<file path="src/rtl/mem_stage.sv">
// Memory-access pipeline stage: byte/half/word loads and stores over a req/ack data port,
// stalling upstream while an access is outstanding, with registered MEM/WB outputs.
module mem_stage #(
  parameter int unsigned TIMEOUT = 16,
  parameter int unsigned CNT_W   = 5
) (
  input  logic        clk,
  input  logic        reset,
  input  logic [31:0] Result_mem,
  input  logic [31:0] mem_data_ex,
  input  logic [5:0]  opcode_ex,
  input  logic        MemWrite_mem,
  input  logic        MemtoReg_mem,
  input  logic        RegWrite_mem,
  input  logic [4:0]  towrite_ex,
  output logic        dmem_req,
  output logic        dmem_we,
  output logic [31:0] dmem_addr,
  output logic [31:0] dmem_wdata,
  output logic [3:0]  dmem_be,
  input  logic [31:0] dmem_rdata,
  input  logic        dmem_ack,
  output logic        stall_mem,
  output logic [31:0] wb_data,
  output logic [4:0]  wb_towrite,
  output logic        wb_regwrite,
  output logic        misalign,
  output logic        bus_err
);

  typedef enum logic [0:0] {StIdle, StWait} state_e;

  state_e           state_q, state_d;
  logic [CNT_W-1:0] cnt_q, cnt_d;
  logic [31:0]      addr_q, addr_d;
  logic             we_q, we_d;
  logic [3:0]       be_q, be_d;
  logic [31:0]      wdata_q, wdata_d;
  logic [1:0]       size_q, size_d;
  logic             uns_q, uns_d;
  logic [4:0]       towrite_q, towrite_d;
  logic             regwrite_q, regwrite_d;
  logic [31:0]      wb_data_q, wb_data_d;
  logic [4:0]       wb_towrite_q, wb_towrite_d;
  logic             wb_regwrite_q, wb_regwrite_d;
  logic             misalign_q, misalign_d;
  logic             bus_err_q, bus_err_d;

  logic        is_mem, size_half, size_word, misaligned, timeout_hit, stall;
  logic [3:0]  be_in;
  logic [31:0] wdata_in, load_data;
  logic [7:0]  rd_byte;
  logic [15:0] rd_half;
  logic        unused_opcode;

  assign unused_opcode = ^opcode_ex[5:3];

  assign is_mem     = MemWrite_mem | MemtoReg_mem;
  assign size_half  = (opcode_ex[1:0] == 2'b01);
  assign size_word  = opcode_ex[1];
  assign misaligned = (size_half & Result_mem[0]) | (size_word & (|Result_mem[1:0]));

  always_comb begin
    be_in    = 4'b1111;
    wdata_in = mem_data_ex;
    case (opcode_ex[1:0])
      2'b00: begin
        be_in    = 4'b0001 << Result_mem[1:0];
        wdata_in = {4{mem_data_ex[7:0]}};
      end
      2'b01: begin
        be_in    = Result_mem[1] ? 4'b1100 : 4'b0011;
        wdata_in = {2{mem_data_ex[15:0]}};
      end
      default: ;
    endcase
  end

  // Little-endian lane extraction from the latched address.
  always_comb begin
    rd_byte = dmem_rdata[7:0];
    case (addr_q[1:0])
      2'd1:    rd_byte = dmem_rdata[15:8];
      2'd2:    rd_byte = dmem_rdata[23:16];
      2'd3:    rd_byte = dmem_rdata[31:24];
      default: ;
    endcase
    rd_half = addr_q[1] ? dmem_rdata[31:16] : dmem_rdata[15:0];
    case (size_q)
      2'b00:   load_data = uns_q ? {24'h0, rd_byte} : {{24{rd_byte[7]}}, rd_byte};
      2'b01:   load_data = uns_q ? {16'h0, rd_half} : {{16{rd_half[15]}}, rd_half};
      default: load_data = dmem_rdata;
    endcase
  end

  assign timeout_hit = (TIMEOUT != 0) && (state_q == StWait) && (cnt_q == CNT_W'(TIMEOUT));

  always_comb begin
    state_d       = state_q;
    cnt_d         = cnt_q;
    addr_d        = addr_q;
    we_d          = we_q;
    be_d          = be_q;
    wdata_d       = wdata_q;
    size_d        = size_q;
    uns_d         = uns_q;
    towrite_d     = towrite_q;
    regwrite_d    = regwrite_q;
    // WB registers take a bubble unless a result is retired this edge.
    wb_data_d     = 32'h0;
    wb_towrite_d  = 5'd0;
    wb_regwrite_d = 1'b0;
    misalign_d    = 1'b0;
    bus_err_d     = 1'b0;
    stall         = 1'b0;
    unique case (state_q)
      StIdle: begin
        if (is_mem) begin
          if (misaligned) begin
            misalign_d = 1'b1;
          end else begin
            stall      = 1'b1;
            addr_d     = Result_mem;
            we_d       = MemWrite_mem;
            be_d       = be_in;
            wdata_d    = wdata_in;
            size_d     = opcode_ex[1:0];
            uns_d      = opcode_ex[2];
            towrite_d  = towrite_ex;
            regwrite_d = RegWrite_mem & ~MemWrite_mem;
            cnt_d      = '0;
            state_d    = StWait;
          end
        end else begin
          wb_data_d     = Result_mem;
          wb_towrite_d  = towrite_ex;
          wb_regwrite_d = RegWrite_mem & (|towrite_ex);
        end
      end
      StWait: begin
        if (timeout_hit) begin
          bus_err_d = 1'b1;
          cnt_d     = '0;
          state_d   = StIdle;
        end else if (dmem_ack) begin
          state_d = StIdle;
          if (!we_q) begin
            wb_data_d     = load_data;
            wb_towrite_d  = towrite_q;
            wb_regwrite_d = regwrite_q & (|towrite_q);
          end
        end else begin
          stall = 1'b1;
          cnt_d = cnt_q + CNT_W'(1);
        end
      end
      default: state_d = StIdle;
    endcase
  end

  always_ff @(posedge clk or posedge reset) begin
    if (reset) begin
      state_q       <= StIdle;
      cnt_q         <= '0;
      addr_q        <= 32'h0;
      we_q          <= 1'b0;
      be_q          <= 4'h0;
      wdata_q       <= 32'h0;
      size_q        <= 2'b00;
      uns_q         <= 1'b0;
      towrite_q     <= 5'd0;
      regwrite_q    <= 1'b0;
      wb_data_q     <= 32'h0;
      wb_towrite_q  <= 5'd0;
      wb_regwrite_q <= 1'b0;
      misalign_q    <= 1'b0;
      bus_err_q     <= 1'b0;
    end else begin
      state_q       <= state_d;
      cnt_q         <= cnt_d;
      addr_q        <= addr_d;
      we_q          <= we_d;
      be_q          <= be_d;
      wdata_q       <= wdata_d;
      size_q        <= size_d;
      uns_q         <= uns_d;
      towrite_q     <= towrite_d;
      regwrite_q    <= regwrite_d;
      wb_data_q     <= wb_data_d;
      wb_towrite_q  <= wb_towrite_d;
      wb_regwrite_q <= wb_regwrite_d;
      misalign_q    <= misalign_d;
      bus_err_q     <= bus_err_d;
    end
  end

  // Reset gates the combinational outputs so they drop while reset is still held.
  assign dmem_req    = ~reset & (state_q == StWait) & ~timeout_hit;
  assign stall_mem   = ~reset & stall;
  assign dmem_we     = we_q;
  assign dmem_addr   = {addr_q[31:2], 2'b00};
  assign dmem_wdata  = wdata_q;
  assign dmem_be     = be_q;
  assign wb_data     = wb_data_q;
  assign wb_towrite  = wb_towrite_q;
  assign wb_regwrite = wb_regwrite_q;
  assign misalign    = misalign_q;
  assign bus_err     = bus_err_q;

endmodule

</file>
<file path="config.mk">
export PLATFORM = sky130hd
export DESIGN_NAME = mem_stage
export DESIGN_NICKNAME = d
export VERILOG_FILES = /design/src/rtl/mem_stage.sv
export SDC_FILE = /design/constraint.sdc
export NUM_CORES = 1
export LEC_CHECK = 0
export ABC_AREA = 1
export CAP_MARGIN = 30
export CORE_MARGIN = 1.5
export CORE_UTILIZATION = 40
export CTS_BUF_LIST = sky130_fd_sc_hd__clkbuf_4
export DETAILED_ROUTE_END_ITERATION = 10
export PLACE_DENSITY = 0.73
export REMOVE_ABC_BUFFERS = 1
export SYNTH_ARGS = -nofsm -noshare
export SYNTH_HDL_FRONTEND = slang
export SYNTH_SLANG_ARGS = --single-unit
</file>
<file path="constraint.sdc">
create_clock -name clk -period 4.1 [get_ports clk]
set_clock_uncertainty 0.05 [all_clocks]
set_input_delay 1.025 -clock clk [delete_from_list [all_inputs] [get_ports clk]]
set_output_delay 1.025 -clock clk [all_outputs]
set_load 0.05 [all_outputs]
</file>
Word level (Yosys, flattened, before mapping):

Cells that the tools add are included.

* add/subtract/negate cells: 1
* eq/ne operators: 9
* shift operators: 1
* multiplexer cells: 38
* bitwise gates (word level): 15
* reduce and logical (&&, ||, !) cells: 8

Operators with widths (number)
* $mux 32: 6
* $pmux 32 s2: 3
* $mux 5: 8
* $pmux 8 s3: 1
* $pmux 5 s2: 2
* $mux 16: 1
* $mux 1: 13
* $reduce_or 5->1: 2
* $and 1x1->1: 8
* $pmux 4 s2: 1
* $eq 2x1->1 const B: 3
* $reduce_and 3->1: 2
* $add 5x1->5 const B: 1
* $eq 5x5->1 const B: 1
* $not 1->1: 5
* $eq 2x2->1 const B: 2
* $logic_not 2->1: 2
* $mux 4: 1
* $ne 2x2->1 const B: 2
* $pmux 1 s2: 2
* $shl 1x2->4 const A: 1
* $ne 3x2->1 const B: 1
* $or 1x1->1: 2
* $reduce_or 2->1: 1
* $logic_and 1x1->1: 1

* bits in registers: 124
* input port bits: 113
* output and inout bits: 111
* word-level logic and storage cells: 87

Depth between registers and ports, before layout:

Gate-level depths: netlist of run 1.

* depth after elaboration: 8
* mapped depth: 10
* mapped depth without buffers: 9

Worst setup path after synthesis of run 1:

No wires, ideal clock.

* path kind: input to output
* start: input port opcode_ex[1]
* end: output port stall_mem
* arrival: 2349 ps
* required time: 3025 ps
* slack: 676 ps
* stages: 8
* path buffers: 3
* path through: buf_2 > nor2_4 > a21oi_2 > nor3_4 > inv_2 > buf_6 > buf_6 > a21oi_2

* word-level cells in the longest chain between the ends: 7
* elaborated cells on any way between the ends: 8
* those cells by class: eq/ne: 1; mux: 3; bitwise: 4

Ends and longest elaborated chain
* start, declared: RTL line 11 `input logic [5:0] opcode_ex,`
* $eq 2x1->1: RTL line 59 `assign size_half = (opcode_ex[1:0] == 2'b01);`
* $and 1x1->1: RTL line 61 `assign misaligned = (size_half & Result_mem[0]) | (size_word & (|Result_mem[1:0]));`
* $or 1x1->1 *: RTL line 61
* $mux 1 *: RTL line 119 `if (misaligned) begin`
* $mux 1 *: RTL line 118 `if (is_mem) begin`
* $pmux 1 s2 *: RTL line 116 `unique case (state_q)`
* $and 1x1->1 *: RTL line 199 `assign stall_mem = ~reset & stall;`
* end, declared: RTL line 23 `output logic stall_mem,`

Every way passes the cells marked *; elsewhere a longest branch is shown, timed or not.

Worst setup path in the final report of run 1:

Same ends and word-level chain as after synthesis.

==> results of run 1 <==
-- worst max-delay path by stage --
stage	start	endpoint	slack, ns
2_1_floorplan	opcode_ex[0]	stall_mem	-0.88
3_3_place_gp	opcode_ex[1]	stall_mem	0.45
3_5_place_dp	opcode_ex[1]	stall_mem	0.48
4_1_cts	opcode_ex[1]	stall_mem	0.45
5_1_grt	opcode_ex[1]	stall_mem	0.32
6_report	opcode_ex[1]	stall_mem	0.46
-- logic make-up (layout without fill, tap and decap cells) --
group	Yosys count	count (layout)	synth area share, %
other	1	2	0.0597
flip-flops	124	124	49.4
AND/OR/NAND/NOR	489	489	31.1
XOR/XNOR	3	3	0.418
AO/OA/AOI/OAI	93	93	7.99
buffers and inverters	115	303	10.5
adder cells (fa/ha/maj)	2	2	0.398
multiplexers	1	1	0.159
-- area by class of cell --
class	instances	area [um2]	area share, %
sequential	124	3100	36.1
multi-input combinational	590	2520	29.4
timing repair buffer	224	2250	26.2
tap	211	264	3.07
inverter	47	181	2.11
clock inverter	15	149	1.73
clock buffer	17	128	1.48
-- metrics by stage --
step	hold slack [ns]	utilization, %	total power, W	setup TNS, ns	worst slack, ns
2_1_floorplan	0.399	-	0.00313	-34.89	-0.881
4_1_cts	0.436	56.4	0.00485	0	0.455
3_5_place_dp	0.408	54.5	0.00398	0	0.479
3_3_place_gp	0.402	54.5	0.00395	0	0.447
6_report	0.432	56.4	0.00481	0	0.462
5_1_grt	0.452	56.4	0.00511	0	0.319
-- worst register-to-register path, cell delays in order, from the launching register on --
cell and delay (ns):
dfrtp_1 0.47, inv_2 0.46, nand2_1 0.25, nor2_1 0.39, nand2_1 0.08, o21ai_0 0.09, nor2_1 0.07, nand2_1 0.12
nand2_1 0.06
-- sequential cells by signal, summed over array words and instances, names as in the netlist --
signal,cells
addr_q,32
bus_err,1
cnt_q,5
dmem_be,4
dmem_wdata,32
dmem_we,1
misalign,1
regwrite_q,1
size_q,2
state_q,1
towrite_q,5
uns_q,1
wb_data,32
wb_regwrite,1
wb_towrite,5
-- synthesized netlist by cell type (2+ instances only) --
cell / n / area, um2
buf_6: 9 / 101
a211oi_1: 2 / 15.0
a21oi_1: 15 / 75.1
o21ai_1: 21 / 105
nor2_2: 2 / 12.5
xor2_1: 2 / 17.5
buf_4: 38 / 285
nand3_1: 26 / 130
o22ai_1: 3 / 18.8
buf_2: 13 / 65.1
a21oi_2: 3 / 26.3
ha_1: 2 / 25.0
dfrtp_1: 124 / 3100
nand3_4: 2 / 35.0
or2_2: 7 / 43.8
clkbuf_1: 8 / 30.0
inv_2: 4 / 15.0
inv_1: 42 / 158
nand2_1: 381 / 1430
o21ai_0: 43 / 215
nor2_1: 65 / 244
o211ai_1: 3 / 22.5
nand3_2: 2 / 20.0
-- routing by layer --
| layer | GRT usage (%) | vias up |
|---|---|---|
| li1 | - | 2898 |
| met3 | 6.93 | 19 |
| met1 | 29.3 | 2614 |
| met2 | 36.3 | 163 |
| met4 | 5.88 | 0 |
| met5 | 0 | - |
-- power groups by stage --
stage	combinational [W]	sequential, W	clock (W)
2_1_floorplan	0.000614	0.00251	0
3_3_place_gp	0.00228	0.00168	0
3_5_place_dp	0.00230	0.00168	0
4_1_cts	0.00230	0.00166	0.000887
5_1_grt	0.00246	0.00170	0.000953
6_report	0.00228	0.00166	0.000864
==> summary.md, run 1 <==
| Metric | Value |
|---|---|
| YS warnings | `0` |
| RSZ-0062 raised after global routing | `false` |
| Clock latency on the worst-skew pair | `around 0.53 ns` |
| RePlAce Congestion | `between 0.8 and 0.9` |
| Top_reg_cell synth | `dfrtp_1` |
| CTS clk-pin slew, worst paths | `0.12 ns` |
| Initial antenna violation count | `0` |
| Worst-path maximum fanout | `10` |
| Hpwl dp | `about 12000 um` |
| Die Y | `128 um` |
| Critical path startpoint category | `input pin` |
| Fill cell count | `~1400` |
| Clk root buf | `clkbuf_4` |
| Reg2Reg Setup Slack | `1.95 ns` |
| H-tree depth | `4` |
| Hold Path Depth | `2` |
| EDFF count, synth | `0` |
| Gr usage total | `22.4%` |
| M1 WL | `7960 um` |
| Area grow syn2layout | `36.9%` |
| Die Wd | `128 um` |
| CTS hold repair buffers | `0` |
| Post-synthesis cell type count | `34` |
| Post-DR vias/cell | `approximately 4.6` |
| Layout cell share with drive strength beyond 1 | `6.29%` |
| Avg Synthesized Cell Area | `7.59 um2` |
| Levels on crit path | `7` |
| # clock sinks | `124` |
| Critical Path AT | `2.56 ns` |
| Critical setup path kind | `input pin to output pin` |
| Crit path time final | `3.64 ns` |
| Peak VDD IR | `273 uV` |
| Fin. Hold Viols | `0` |
| Worst path slowest cell | `clkdlybuf4s50_1` |
| Max Used Layer | `met4` |
| Max Transition Viols Final | `0` |
| Met2 wire length | `8460 um` |
| Mapped Area | `0.00628 mm2` |
| Drt pass-1 iters | `5` |
| Register share of total power | `34.6%` |
| CTS tree | `done` |
| Max_cap viols | `0` |
| First-pass GRT wire length | `between 20000 and 30000 um` |
| Final instance area | `around 0.0086 mm2` |
| Worst Hold Class | `flop to flop` |
| Vias in the first global route | `5549` |
| Final wirelength | `17700 um` |
| Crit path cell chain | `clkdlybuf4s50_1 -> nor2_4 -> a21oi_2 -> nor3_4 -> inv_2 -> a21oi_2 -> buf_12` |
| Worst-margin pin slew | `around 0.94 ns` |
| CTS max path bufs | `2` |
| Crit-path max cell delay | `approximately 0.6 ns` |
| Slew margin rel. | `approximately 37%` |
| DR WL met3 | `1050 um` |
| Worst EP required | `3.02 ns` |
| Final Cycle Share | `about nine tenths` |
| Combinational share of power | `47.5%` |
| FF-to-FF End | `wb_data[1]` |
| Initial Util | `41.2%` |
| Num CTS Buffers | `17` |
| Die footprint | `0.0165 mm2` |
| Pint | `0.00259 W` |
| Hold Crit Start | `addr_q[9]` |
| DRT antenna net count | `0` |
| Commonest non-fill, non-tap cell in the layout | `nand2_1` |
| Placed Cells | `approximately 1200` |
| Net switching power | `0.00221 W` |
| # DRC | `0` |
| Row cnt | `45` |
| Synth Register Bits | `124` |
| Status | `finished clean` |
| Vias post-DR | `between 5000 and 6000` |
| Mapped Cells | `between 800 and 900` |
| Final nets | `1119` |
| Hold worst-path end | `addr_q[9]` |
| FMAX | `275 MHz` |
| Buffers on Ports | `about 220` |
| Post-cts sizing count | `0` |
| Worst r2r path cells | `8` |
| Sw Ratio | `46.1%` |
| Most used cell, CP | `a21oi_2` |
| Leak | `4.25 nW` |
| Worst Path Buf+Inv | `3` |
| Power share of the clock group | `between 10% and 20%` |
| Pwr/cell area | `~560 mW/mm2` |
| Core area | `0.0153 mm2` |
| Worst setup EP type | `output pin` |
| Final std cells w/o fill | `~1200` |
| Reg-to-reg startpoint | `size_q[1]` |
| FFs w/ async S/R, synth | `100%` |
| Post-CTS setup buffer count | `0` |
| Sequential fraction of the synthesis area | `49.4%` |
| Avg WL per Cell | `14.4 um` |
| Most frequent cells in the layout | `nand2_1, clkdlybuf4s50_1, dfrtp_1` |
| Largest net degree at the start of global routing | `93` |
| Final setup viols | `0` |
| Iteration-0 DRC Markers | `421` |
| N_diodes | `0` |
| Io pins | `224` |
| Placed Area | `0.00832 mm2` |
| CP top delay family | `buffers and inverters` |
| Gr ovfl total | `0` |
(Power assumes the default switching activity.)
==> inputs of run 2 (changes only) <==
--- a/config.mk
+++ b/config.mk
@@ -6,12 +6,10 @@
 export NUM_CORES = 1
 export LEC_CHECK = 0
 export ABC_AREA = 1
-export CAP_MARGIN = 30
 export CORE_MARGIN = 1.5
 export CORE_UTILIZATION = 40
-export CTS_BUF_LIST = sky130_fd_sc_hd__clkbuf_4
 export DETAILED_ROUTE_END_ITERATION = 10
-export PLACE_DENSITY = 0.73
+export PLACE_DENSITY_LB_ADDON = 0.3
 export REMOVE_ABC_BUFFERS = 1
 export SYNTH_ARGS = -nofsm -noshare
 export SYNTH_HDL_FRONTEND = slang
==> run 2 against run 1 <==
Compared with the run above: hold slack worse by 0.015 ns; register-to-register slack worse by 0.14 ns; sequential power about the same; sequential share of layout area fell by 1.3 points; cell count is 0.16% higher; combinational power hardly changed; wire length fell by 1.1%; clock power up 79%; global-route usage is 0.52 points lower; critical path type unchanged; critical endpoint unchanged; largest cell class unchanged.
==> summary.md, run 2 (synthesized netlist as in run 1, its figures left out) <==
| Metric | Value |
|---|---|
| Gr ovfl total | `0 (unchanged)` |
| Final setup viols | `0 (unchanged)` |
| Max Transition Viols Final | `0 (unchanged)` |
| Worst-path maximum fanout | `9 (was 10)` |
| Register share of total power | `30.3% (was 34.6%)` |
| Iteration-0 DRC Markers | `346 (was 421)` |
| Clk root buf | `clkbuf_16 (was clkbuf_4)` |
| Reg-to-reg startpoint | `state_q (was size_q[1])` |
| FF-to-FF End | `wb_regwrite (was wb_data[1])` |
| Io pins | `224 (unchanged)` |
| Fin. Hold Viols | `0 (unchanged)` |
| Vias in the first global route | `5420 (was 5549)` |
| Die Y | `128 um (unchanged)` |
| Critical Path AT | `2.51 ns (was 2.56 ns)` |
| Post-CTS setup buffer count | `0 (unchanged)` |
| Peak VDD IR | `361 uV (was 273 uV)` |
| Combinational share of power | `41.5% (was 47.5%)` |
| Fill cell count | `1381 (was 1424)` |
| Hpwl dp | `12200 um (about the same)` |
| Num CTS Buffers | `17 (unchanged)` |
| Buffers on Ports | `218 (unchanged)` |
| Most used cell, CP | `a21oi_2 (unchanged)` |
| Status | `finished clean (unchanged)` |
| Final nets | `1121 (was 1119)` |
| Commonest non-fill, non-tap cell in the layout | `nand2_1 (unchanged)` |
| Total power | `0.00549 W (was 0.00481 W)` |
| Sw Ratio | `41.6% (was 46.1%)` |
| Final Cycle Share | `87.5% (was 88.7%)` |
| Worst r2r path cells | `5 (was 8)` |
| Worst EP required | `3.02 ns (about the same)` |
| Hold Path Depth | `2 (unchanged)` |
| Row cnt | `45 (unchanged)` |
| Net switching power | `0.00228 W (was 0.00221 W)` |
| Dpl ws | `0.500 ns (was 0.479 ns)` |
| N_diodes | `0 (unchanged)` |
| Pint | `0.00321 W (was 0.00259 W)` |
| Post-Route Setup TNS | `0 ns (unchanged)` |
| Clock latency on the worst-skew pair | `0.41 ns (was 0.53 ns)` |
| Final WS setup | `0.512 ns (was 0.462 ns)` |
| Vias post-DR | `5725 (was 5694)` |
| # DRC | `0 (unchanged)` |
| CTS tree | `done (unchanged)` |
| RSZ-0062 raised after global routing | `false (unchanged)` |
| Critical path startpoint category | `input pin (unchanged)` |
| Layout cell share with drive strength beyond 1 | `6.38% (was 6.29%)` |
| Crit-path max cell delay | `0.54 ns (was 0.59 ns)` |
| Max_cap viols | `0 (unchanged)` |
| Final wirelength | `17500 um (was 17700 um)` |
| Die Wd | `128 um (unchanged)` |
| Area grow syn2layout | `42.0% (was 36.9%)` |
| Hold Crit Start | `dmem_wdata[17] (was addr_q[9])` |
| Core area | `0.0153 mm2 (unchanged)` |
| Gr usage total | `21.9% (was 22.4%)` |
| Post-cts sizing count | `0 (unchanged)` |
| CTS hold repair buffers | `0 (unchanged)` |
| Most frequent cells in the layout | `nand2_1, clkdlybuf4s50_1, dfrtp_1 (unchanged)` |
| Die footprint | `0.0165 mm2 (unchanged)` |
| Worst path slowest cell | `clkdlybuf4s50_1 (unchanged)` |
| First-pass GRT wire length | `27800 um (was 28600 um)` |
| Critical setup path kind | `input pin to output pin (unchanged)` |
| Power share of the clock group | `28.2% (was 18.0%)` |
| DRT antenna net count | `0 (unchanged)` |
| CTS max path bufs | `2 (unchanged)` |
| RePlAce Congestion | `0.825 (was 0.807)` |
| H-tree depth | `4 (unchanged)` |
| FMAX | `279 MHz (was 275 MHz)` |
| Drt pass-1 iters | `4 (was 5)` |
| Leak | `4.40 nW (was 4.25 nW)` |
| Crit path cell chain | `clkdlybuf4s50_1 -> nor2_4 -> a21oi_2 -> nor3_4 -> inv_2 -> a21oi_2 -> buf_4 (was clkdlybuf4s50_1 -> nor2_4 -> a21oi_2 -> nor3_4 -> inv_2 -> a21oi_2 -> buf_12)` |
| # clock sinks | `124 (unchanged)` |
| Avg WL per Cell | `14.2 um (was 14.4 um)` |
| Worst Hold Class | `flop to flop (unchanged)` |
| Worst-margin pin slew | `1.08 ns (was 0.939 ns)` |
| Initial antenna violation count | `0 (unchanged)` |
| Initial Util | `41.2% (unchanged)` |
| Pwr/cell area | `615 mW/mm2 (was 559 mW/mm2)` |
| Post-DR vias/cell | `4.65 (was 4.64)` |
| Hold worst-path end | `dmem_wdata[17] (was addr_q[9])` |
| Worst setup EP type | `output pin (unchanged)` |
| Slew margin rel. | `27.3% (was 37.4%)` |
| Crit path time final | `3.59 ns (was 3.64 ns)` |
| Reg2Reg Setup Slack | `1.81 ns (was 1.95 ns)` |
| CTS clk-pin slew, worst paths | `0.06 ns (was 0.12 ns)` |
| Largest net degree at the start of global routing | `93 (unchanged)` |
[run 2: cell types whose count changed in the layout (fill, tap and decap cells not counted), moves of 3 or more]
| cell | previous run | this run |
|---|---|---|
| clkinv_2 | 5 | 1 |
| clkbuf_16 | 0 | 17 |
| buf_4 | 5 | 9 |
| inv_6 | 3 | 0 |
| clkbuf_4 | 17 | 0 |
| clkinv_4 | 1 | 5 |
[run 2: worst max path at each step]
stage,startpoint,end,depth (start not counted)
2_1_floorplan,opcode_ex[0],stall_mem,5
3_3_place_gp,opcode_ex[0],stall_mem,7
3_5_place_dp,opcode_ex[0],stall_mem,7
4_1_cts,opcode_ex[0],stall_mem,7
5_1_grt,opcode_ex[0],stall_mem,7
6_report,opcode_ex[0],stall_mem,7
[run 2: worst max-delay path: cells and delay by family]
| kind | cells | cell delay, ns |
|---|---|---|
| AO/OA/AOI/OAI | 2 | 0.22 |
| buffers and inverters | 3 | 0.80 |
| AND/OR/NAND/NOR | 2 | 0.46 |
[run 2: per-layer routing]
metal / vias up / wire length (um) / track usage (%)
li1: 2897 / - / -
met1: 2611 / 7740 / 28.4
met2: 188 / 8270 / 34.8
met3: 29 / 1110 / 5.47
met4: 0 / 385 / 9.78
met5: - / 0 / 0
[run 2: through the flow]
| step | area [um2] | hold slack (ns) | util, % | cells |
|---|---|---|---|---|
| after floorplan | 5800 | 0.399 | - | 761 |
| after global placement | 8310 | 0.403 | 54.5 | 1198 |
| after detailed placement | 8310 | 0.407 | 54.5 | 1198 |
| after CTS | 8920 | 0.421 | 58.5 | 1230 |
| after global routing | 8920 | 0.443 | 58.5 | 1230 |
| final | 8920 | 0.417 | 58.5 | 1230 |
[run 2: power by group through the flow]
stage	combinational [W]	clock, W	sequential, W
floorplan	0.000614	0	0.00251
global placement	0.00227	0	0.00168
detailed placement	0.00229	0	0.00168
CTS	0.00230	0.00158	0.00167
global route	0.00244	0.00163	0.00170
finish	0.00228	0.00155	0.00166
[run 2: cell type report]
class | instances | area [um2] | share of cell area, %
well taps | 211 | 264 | 2.96
clock inverters | 13 | 169 | 1.89
repair buffers | 226 | 2240 | 25.1
inverters | 47 | 179 | 2.01
clock buffers | 19 | 443 | 4.96
multi-input cells | 590 | 2520 | 28.3
flip-flops and latches | 124 | 3100 | 34.8
